File: config.mk
export PLATFORM = sky130hd
export DESIGN_NAME = psum_bias_relu_array
export DESIGN_NICKNAME = d
export VERILOG_FILES = /design/src/rtl/psum_pkg.sv /design/src/rtl/psum_lane.sv /design/src/rtl/psum_bias_relu_array.sv
export SDC_FILE = /design/constraint.sdc
export NUM_CORES = 2
export LEC_CHECK = 0
export ABC_AREA = 1
export CAP_MARGIN = 30
export CORE_AREA = 10 10 390 392
export CTS_CLUSTER_SIZE = 8
export DETAILED_ROUTE_END_ITERATION = 7
export DIE_AREA = 0 0 400 402
export MAX_ROUTING_LAYER = met4
export PLACE_DENSITY = 0.76
export SLEW_MARGIN = 20
export SYNTH_ARGS = -nofsm -noshare
export SYNTH_HDL_FRONTEND = slang
export SYNTH_HIERARCHICAL = 1
export SYNTH_SLANG_ARGS = --single-unit
File: constraint.sdc
create_clock -name clk -period 3.1 [get_ports clk]
set_clock_uncertainty 0.1 [all_clocks]
set_input_delay 0.62 -clock clk [delete_from_list [all_inputs] [get_ports clk]]
set_output_delay 0.62 -clock clk [all_outputs]
set_load 0.02 [all_outputs]
File: src/rtl/psum_pkg.sv
// Shared types and constants for the psum bias/ReLU accumulator.
// Optional saturation is selected with the PSUM_SAT_EN macro.
package psum_pkg;

    typedef enum logic [1:0] {
        S_IDLE  = 2'd0,
        S_RUN   = 2'd1,
        S_DRAIN = 2'd2
    } state_t;

    localparam int PIX_W_D  = 36;
    localparam int BIAS_W_D = 16;
    localparam int LANES_D  = 8;
    localparam int CH_W_D   = 10;

    localparam logic [PIX_W_D-1:0] PIX_MAX = {1'b0, {(PIX_W_D-1){1'b1}}};
    localparam logic [PIX_W_D-1:0] PIX_MIN = {1'b1, {(PIX_W_D-1){1'b0}}};

    function automatic int lane_lsb(input int lane, input int w);
        return lane * w;
    endfunction

endpackage

File: src/rtl/psum_lane.sv
// One lane of the 2-stage partial-sum / bias / ReLU datapath.
// PSUM_SAT_EN selects saturating adds instead of wrap-around.
module psum_lane
    import psum_pkg::*;
#(
    parameter int PIX_W  = PIX_W_D,
    parameter int BIAS_W = BIAS_W_D
) (
    input  logic              clk,
    input  logic              reset_n,
    input  logic              s0_en,
    input  logic              s0_first,
    input  logic              s1_en,
    input  logic              s1_last,
    input  logic [PIX_W-1:0]  psum_new,
    input  logic [PIX_W-1:0]  psum_rd,
    input  logic [BIAS_W-1:0] bias,
    output logic [PIX_W-1:0]  out_data
);

`ifdef PSUM_SAT_EN
    localparam logic [PIX_W-1:0] L_MAX = {1'b0, {(PIX_W-1){1'b1}}};
    localparam logic [PIX_W-1:0] L_MIN = {1'b1, {(PIX_W-1){1'b0}}};

    function automatic logic [PIX_W-1:0] add_w(
        input logic [PIX_W-1:0] a,
        input logic [PIX_W-1:0] b
    );
        logic [PIX_W:0] s;
        s = {a[PIX_W-1], a} + {b[PIX_W-1], b};
        if (s[PIX_W] != s[PIX_W-1])
            return s[PIX_W] ? L_MIN : L_MAX;
        return s[PIX_W-1:0];
    endfunction
`else
    function automatic logic [PIX_W-1:0] add_w(
        input logic [PIX_W-1:0] a,
        input logic [PIX_W-1:0] b
    );
        return a + b;
    endfunction
`endif

    logic [PIX_W-1:0] sum0;
    logic [PIX_W-1:0] bias_ext;
    logic [PIX_W-1:0] s1_sum;
    logic [PIX_W-1:0] s1_bias;
    logic [PIX_W-1:0] b_sum;
    logic [PIX_W-1:0] res;

    assign bias_ext = {{(PIX_W-BIAS_W){bias[BIAS_W-1]}}, bias};

    // Stage-1 merge: first pass takes the new sum, buffer data is stale
    always_comb begin
        sum0 = psum_new;
        if (!s0_first)
            sum0 = add_w(psum_rd, psum_new);
    end

    // Stage-1 registers: merged sum and the bias that travels with it
    always_ff @(posedge clk or negedge reset_n) begin
        if (!reset_n) begin
            s1_sum  <= '0;
            s1_bias <= '0;
        end else if (s0_en) begin
            s1_sum  <= sum0;
            s1_bias <= bias_ext;
        end
    end

    // Stage-2 logic: bias add and ReLU only on the final pass
    always_comb begin
        b_sum = add_w(s1_sum, s1_bias);
        res   = s1_sum;
        if (s1_last) begin
            if (b_sum[PIX_W-1] || (b_sum == '0))
                res = '0;
            else
                res = b_sum;
        end
    end

    // Stage-2 register: result presented for write-back
    always_ff @(posedge clk or negedge reset_n) begin
        if (!reset_n)
            out_data <= '0;
        else if (s1_en)
            out_data <= res;
    end

endmodule

File: src/rtl/psum_bias_relu_array.sv
// Multi-pass partial-sum accumulator with bias/ReLU on the final pass.
// Define PSUM_SAT_EN for saturating arithmetic (default: wrap-around).
module psum_bias_relu_array
    import psum_pkg::*;
#(
    parameter int PIX_W  = PIX_W_D,
    parameter int BIAS_W = BIAS_W_D,
    parameter int LANES  = LANES_D,
    parameter int CH_W   = CH_W_D
) (
    input  logic                    clk,
    input  logic                    reset_n,
    input  logic [CH_W-1:0]         cfg_last_pass,
    input  logic                    pass_start,
    input  logic                    pass_done,
    input  logic                    in_valid,
    input  logic [LANES*PIX_W-1:0]  psum_new,
    input  logic [LANES*PIX_W-1:0]  psum_rd,
    input  logic [LANES*BIAS_W-1:0] bias,
    output logic                    out_valid,
    output logic [LANES*PIX_W-1:0]  out_data,
    output logic                    out_final,
    output logic [CH_W-1:0]         pass_idx,
    output logic                    idle_o
);

    state_t          state;
    state_t          nxt;
    logic [CH_W-1:0] last_q;
    logic [CH_W-1:0] idx_q;
    logic            drain_q;
    logic            v1;
    logic            l1;
    logic            v2;
    logic            f2;
    logic            s0_en;
    logic            s0_first;
    logic            s0_last;

    assign s0_en     = in_valid && (state == S_RUN);
    assign s0_first  = (idx_q == '0);
    assign s0_last   = (idx_q == last_q);
    assign pass_idx  = idx_q;
    assign out_valid = v2;
    assign out_final = f2;
    assign idle_o    = (state == S_IDLE);

    // Next-state: job start, final pass_done, fixed two-cycle drain
    always_comb begin
        nxt = state;
        unique case (state)
            S_IDLE:  if (pass_start) nxt = S_RUN;
            S_RUN:   if (pass_done && s0_last) nxt = S_DRAIN;
            S_DRAIN: if (drain_q) nxt = S_IDLE;
            default: nxt = S_IDLE;
        endcase
    end

    // State, pass counter, latched job length and drain timer
    always_ff @(posedge clk or negedge reset_n) begin
        if (!reset_n) begin
            state   <= S_IDLE;
            idx_q   <= '0;
            last_q  <= '0;
            drain_q <= 1'b0;
        end else begin
            state   <= nxt;
            drain_q <= (state == S_DRAIN) ? ~drain_q : 1'b0;
            if ((state == S_IDLE) && pass_start) begin
                idx_q  <= '0;
                last_q <= cfg_last_pass;
            end else if ((state == S_RUN) && pass_done && !s0_last) begin
                idx_q  <= idx_q + 1'b1;
            end
        end
    end

    // Valid and final-pass flags follow the data through both stages
    always_ff @(posedge clk or negedge reset_n) begin
        if (!reset_n) begin
            v1 <= 1'b0;
            l1 <= 1'b0;
            v2 <= 1'b0;
            f2 <= 1'b0;
        end else begin
            v1 <= s0_en;
            l1 <= s0_en && s0_last;
            v2 <= v1;
            f2 <= v1 && l1;
        end
    end

    for (genvar g = 0; g < LANES; g++) begin : g_lane
        localparam int PL = lane_lsb(g, PIX_W);
        localparam int BL = lane_lsb(g, BIAS_W);

        psum_lane #(
            .PIX_W  (PIX_W),
            .BIAS_W (BIAS_W)
        ) u_lane (
            .clk      (clk),
            .reset_n  (reset_n),
            .s0_en    (s0_en),
            .s0_first (s0_first),
            .s1_en    (v1),
            .s1_last  (l1),
            .psum_new (psum_new[PL +: PIX_W]),
            .psum_rd  (psum_rd[PL +: PIX_W]),
            .bias     (bias[BL +: BIAS_W]),
            .out_data (out_data[PL +: PIX_W])
        );
    end

endmodule

==> metrics list <==
- The number of global-route vias before repair came to 86800.
- Top FF cell, synth: sky130_fd_sc_hd__dfrtp_1
* Count of max-cap constraint violations: 0
- By area the synthesized netlist is led by sky130_fd_sc_hd__dfrtp_1, sky130_fd_sc_hd__nand2_1, sky130_fd_sc_hd__ha_1.
- Setup repair after global routing could not meet its margin everywhere.
* DRC Markers: 3
* Global-route wire length before repair: 506000 um
- Number of setup violations in the final report: 105
- The share of the Yosys chip area taken by registers is 0.246.
* Die width: about 400 um
- The first TritonRoute pass finished after 8 iterations.
* Average vias per placed instance: 5.76
- The clock reaches the later pin of the worst-skew pair after 760 ps.
- Largest net degree at the start of global routing: 100
- Kind of path behind the tightest hold check: in -> reg
- The initial antenna violation count is 75.
- Of the cells placed in the final design, the portion with a size suffix greater than 1 is 0.185.
- For this block, the routed nets add up to ~350000 um of wire.
- In the post-route analysis, the smallest setup slack over all paths is -146 ps.
- The number of pins exceeding their max-slew limit in the final report is 0.
- DR vias: 92500
* Number of nets in the final layout: 15300
* Detail Placement HPWL: between 200000 and 300000 um
- Max-Slew Margin vs Limit: 0.358
- TritonCTS built the clock tree.
- Post-synthesis sequential element count: 731
- Synth Warn #: 6
- For this design the static power due to leakage is ~51 nW.
- Peak clock frequency supported by timing: 308 MHz
- Floorplan die height: 402 um
* Fraction of the mapped netlist area in compound gates: 0.162
* Failing checks: design-rule violations, negative setup slack
- Clock-pin slew was measured on the worst setup and hold paths at 50 ps.
- Measured against the total synthesized area, the mux share comes to 0.00119.
- For this design the top-level I/O count stands at 1020.
- After layout, the minimum clock period comes to 3250 ps.
- Adder-Cell Fraction of Synth Area: 0.0989
* Count of input and output buffers: 1019
- Average routed wire per standard cell: about 22 um
- Of all nets on the critical path, the largest fanout is 7.
- For the worst setup path, the data arrival time is roughly 3800 ps.
* Area growth from synthesis to layout: 39.6%
- Placeable Area: 145000 um2
- VDD sags by at most 1.30 mV.
* Setup WS pre-CTS: -638 ps
* Setup TNS: -10360 ps
- Initial detailed-routing violation count: 10700
* Post-synth top cells: sky130_fd_sc_hd__nand2_1, sky130_fd_sc_hd__inv_1, sky130_fd_sc_hd__nor2_1
- The critical path is of the reg -> reg type.
- At the worst endpoint, the required time is about 3600 ps.
* Final design instance area without fill: roughly 100000 um2
- Unique masters post-synth: 60
- The share of synthesized area in the top cell type comes to 0.246.
* Syn_nets: 13300
- The die covers 161000 um2.
* Kind of capture point of the worst setup path: flop
- Of the total synthesized cell area, the portion taken by AND, OR, NAND and NOR gates is 0.362.
- Placement-stage cell area: 94800 um2
* Total count of hold-check failures in the final report: 0
- Number of enable flip-flop cells after synthesis: 0
- TritonCTS buffer count: 105
* Syn Area/Cell: roughly 6.2 um2
* Row Count: 140
- Status: finished with violations
* Most common cell in the netlist: sky130_fd_sc_hd__nand2_1
- Hold Slack: approximately 300 ps
- The count of nets left with antenna violations once routing finished came out at 0.
* Aggregate global routing overflow: 0
- At the pin with the least slew margin, the transition time is 961 ps.
* Sinks on Clock Net: 731
- Area share of xor/xnor cells in the synthesized design: 0.0321
- The initial utilization of the core area, before any placement, comes to 0.515.
- Async set or reset register ratio after synthesis: 1.00
- For this design the ratio of total power to cell area is ~990 nW/um2.
- The clock passes through at most 3 buffers.
- CTS placed an instance of sky130_fd_sc_hd__clkbuf_16 at the clock tree root.
- In the global route stage, overall resource usage came out at 0.413.
- After synthesis, the largest family of logic cells by area is simple AND/OR/NAND/NOR gates.
- Synthesized area: between 70000 and 80000 um2
- Summed over all instances, the cell type with the most area after synthesis is sky130_fd_sc_hd__dfrtp_1.
* Number of standard cells after synthesis: 12000
* Final RePlAce weighted congestion: 1.09
- The worst setup path is launched from a flop.
- Dividing the final minimum period by the clock period gives 1.05.
- Total number of H-tree levels: 3
==> critical path, stage by stage, from the launching register on <==
cell and delay (ps):
sky130_fd_sc_hd__dfrtp_1 430, sky130_fd_sc_hd__ha_2 350, sky130_fd_sc_hd__nand2_1 80, sky130_fd_sc_hd__nand2_1 80
sky130_fd_sc_hd__nand2_1 80, sky130_fd_sc_hd__nand2_1 150, sky130_fd_sc_hd__nand3b_1 370, sky130_fd_sc_hd__nand2_1 190
sky130_fd_sc_hd__nand2_1 100, sky130_fd_sc_hd__nand2_1 120, sky130_fd_sc_hd__nand2_2 90, sky130_fd_sc_hd__xor2_2 160
sky130_fd_sc_hd__nor2_2 130, sky130_fd_sc_hd__buf_6 130, sky130_fd_sc_hd__nand3_4 180, sky130_fd_sc_hd__clkbuf_16 240
sky130_fd_sc_hd__nand3_2 70, sky130_fd_sc_hd__a21oi_1 70
==> cell type report <==
type	count	area [um2]
antenna	73	183
tap	1917	2400
inverter	1492	5600
sequential	731	18300
clock buffer	121	2760
multi-input combinational	9435	53400
fill	12100	40700
timing repair buffer	2285	20900
clock inverter	11	240
==> sequential cells by signal, indices dropped and copies added, names as in the netlist <==
register and flops:
v1 1, last_q 10, g_lane.u_lane/s1_bias 128, g_lane.u_lane/s1_sum 288
out_valid 1, drain_q 1, l1 1, g_lane.u_lane/out_data 288
state 2, out_final 1, pass_idx 10
==> cell usage in the layout, fill, tap and decap left out, types with 43 or more instances in the layout <==
cell                              instances
sky130_fd_sc_hd__a21o_1                  64
sky130_fd_sc_hd__a21oi_1               1090
sky130_fd_sc_hd__a21oi_2                201
sky130_fd_sc_hd__a31oi_1                 72
sky130_fd_sc_hd__buf_12                  55
sky130_fd_sc_hd__buf_4                 1168
sky130_fd_sc_hd__clkbuf_16              130
sky130_fd_sc_hd__clkdlybuf4s50_1       1018
sky130_fd_sc_hd__dfrtp_1                718
sky130_fd_sc_hd__diode_2                 73
sky130_fd_sc_hd__ha_1                   395
sky130_fd_sc_hd__ha_2                    57
sky130_fd_sc_hd__ha_4                   110
sky130_fd_sc_hd__inv_1                 1439
sky130_fd_sc_hd__nand2_1               3505
sky130_fd_sc_hd__nand2_2                265
sky130_fd_sc_hd__nand3_1                563
sky130_fd_sc_hd__nand3_2                164
sky130_fd_sc_hd__nand3b_1                75
sky130_fd_sc_hd__nand4_1                102
sky130_fd_sc_hd__nor2_1                1308
sky130_fd_sc_hd__nor2_2                 139
sky130_fd_sc_hd__nor2_4                  43
sky130_fd_sc_hd__nor3_1                  63
sky130_fd_sc_hd__o211ai_1               129
sky130_fd_sc_hd__o21ai_0                457
sky130_fd_sc_hd__o21bai_1                57
sky130_fd_sc_hd__xnor2_1                 84
sky130_fd_sc_hd__xor2_1                 145
==> logic make-up after synthesis <==
kind of cell             after synthesis
AO/OA/AOI/OAI                       2169
buffers and inverters               1809
adder cells (fa/ha/maj)              578
flip-flops                           731
multiplexers                           8
XOR/XNOR                             256
AND/OR/NAND/NOR                     6424
==> per-stage QoR <==
step | total power [mW] | std cells | utilization
2_1_floorplan | 54.7 | 12000 | -
3_3_place_gp | 79.7 | 15800 | 0.656
3_5_place_dp | 80.6 | 15800 | 0.656
4_1_cts | 92.5 | 15900 | 0.678
5_1_grt | 108 | 16100 | 0.718
6_report | 103 | 16100 | 0.718
==> worst paths after layout <==
| check | startpoint | to | slack, ps | depth (start not counted) |
|---|---|---|---|---|
| setup reg to reg | g_lane[4].u_lane/s1_bias[7]$_DFFE_PN0P_ | g_lane[4].u_lane/out_data[8]$_DFFE_PN0P_ | -150 | 17 |
| hold / removal | bias[6] | g_lane[0].u_lane/s1_bias[6]$_DFFE_PN0P_ | 300 | 3 |
| setup / recovery | g_lane[4].u_lane/s1_bias[7]$_DFFE_PN0P_ | g_lane[4].u_lane/out_data[8]$_DFFE_PN0P_ | -150 | 17 |
| max in group asynchronous | reset_n | g_lane[1].u_lane/s1_sum[3]$_DFFE_PN0P_ | 1490 | 4 |
| min in group asynchronous | reset_n | g_lane[7].u_lane/s1_bias[9]$_DFFE_PN0P_ | 310 | 2 |
| hold reg to reg | drain_q$_DFF_PN0_ | drain_q$_DFF_PN0_ | 330 | 1 |
==> repair_timing <==
| action | in CTS | in global routing |
|---|---|---|
| hold buffers | 1 | 0 |
| setup buffers | 4 | 54 |
| cloned | 0 | 32 |
| resized for setup | 55 | 1015 |
| setup endpoints to repair | 268 | 286 |
| pin swaps | 8 | 140 |
| endpoints found under the hold margin | 24 | 0 |
==> report_power, final <==
part	switching, mW	internal, mW	total, mW
Sequential	6.44	13.8	20.3
Combinational	43.6	27.6	71.2
Clock	4.60	6.51	11.1
==> routing by layer <==
layer / GRT usage / vias to the layer above / routed length (um)
li1: - / 43000 / -
met1: 0.490 / 42800 / 130000
met2: 0.627 / 5360 / 155000
met3: 0.114 / 1303 / 42100
met4: 0.232 / 0 / 25300
met5: - / - / 0
No activity file was read; power rests on OpenSTA's default activity.
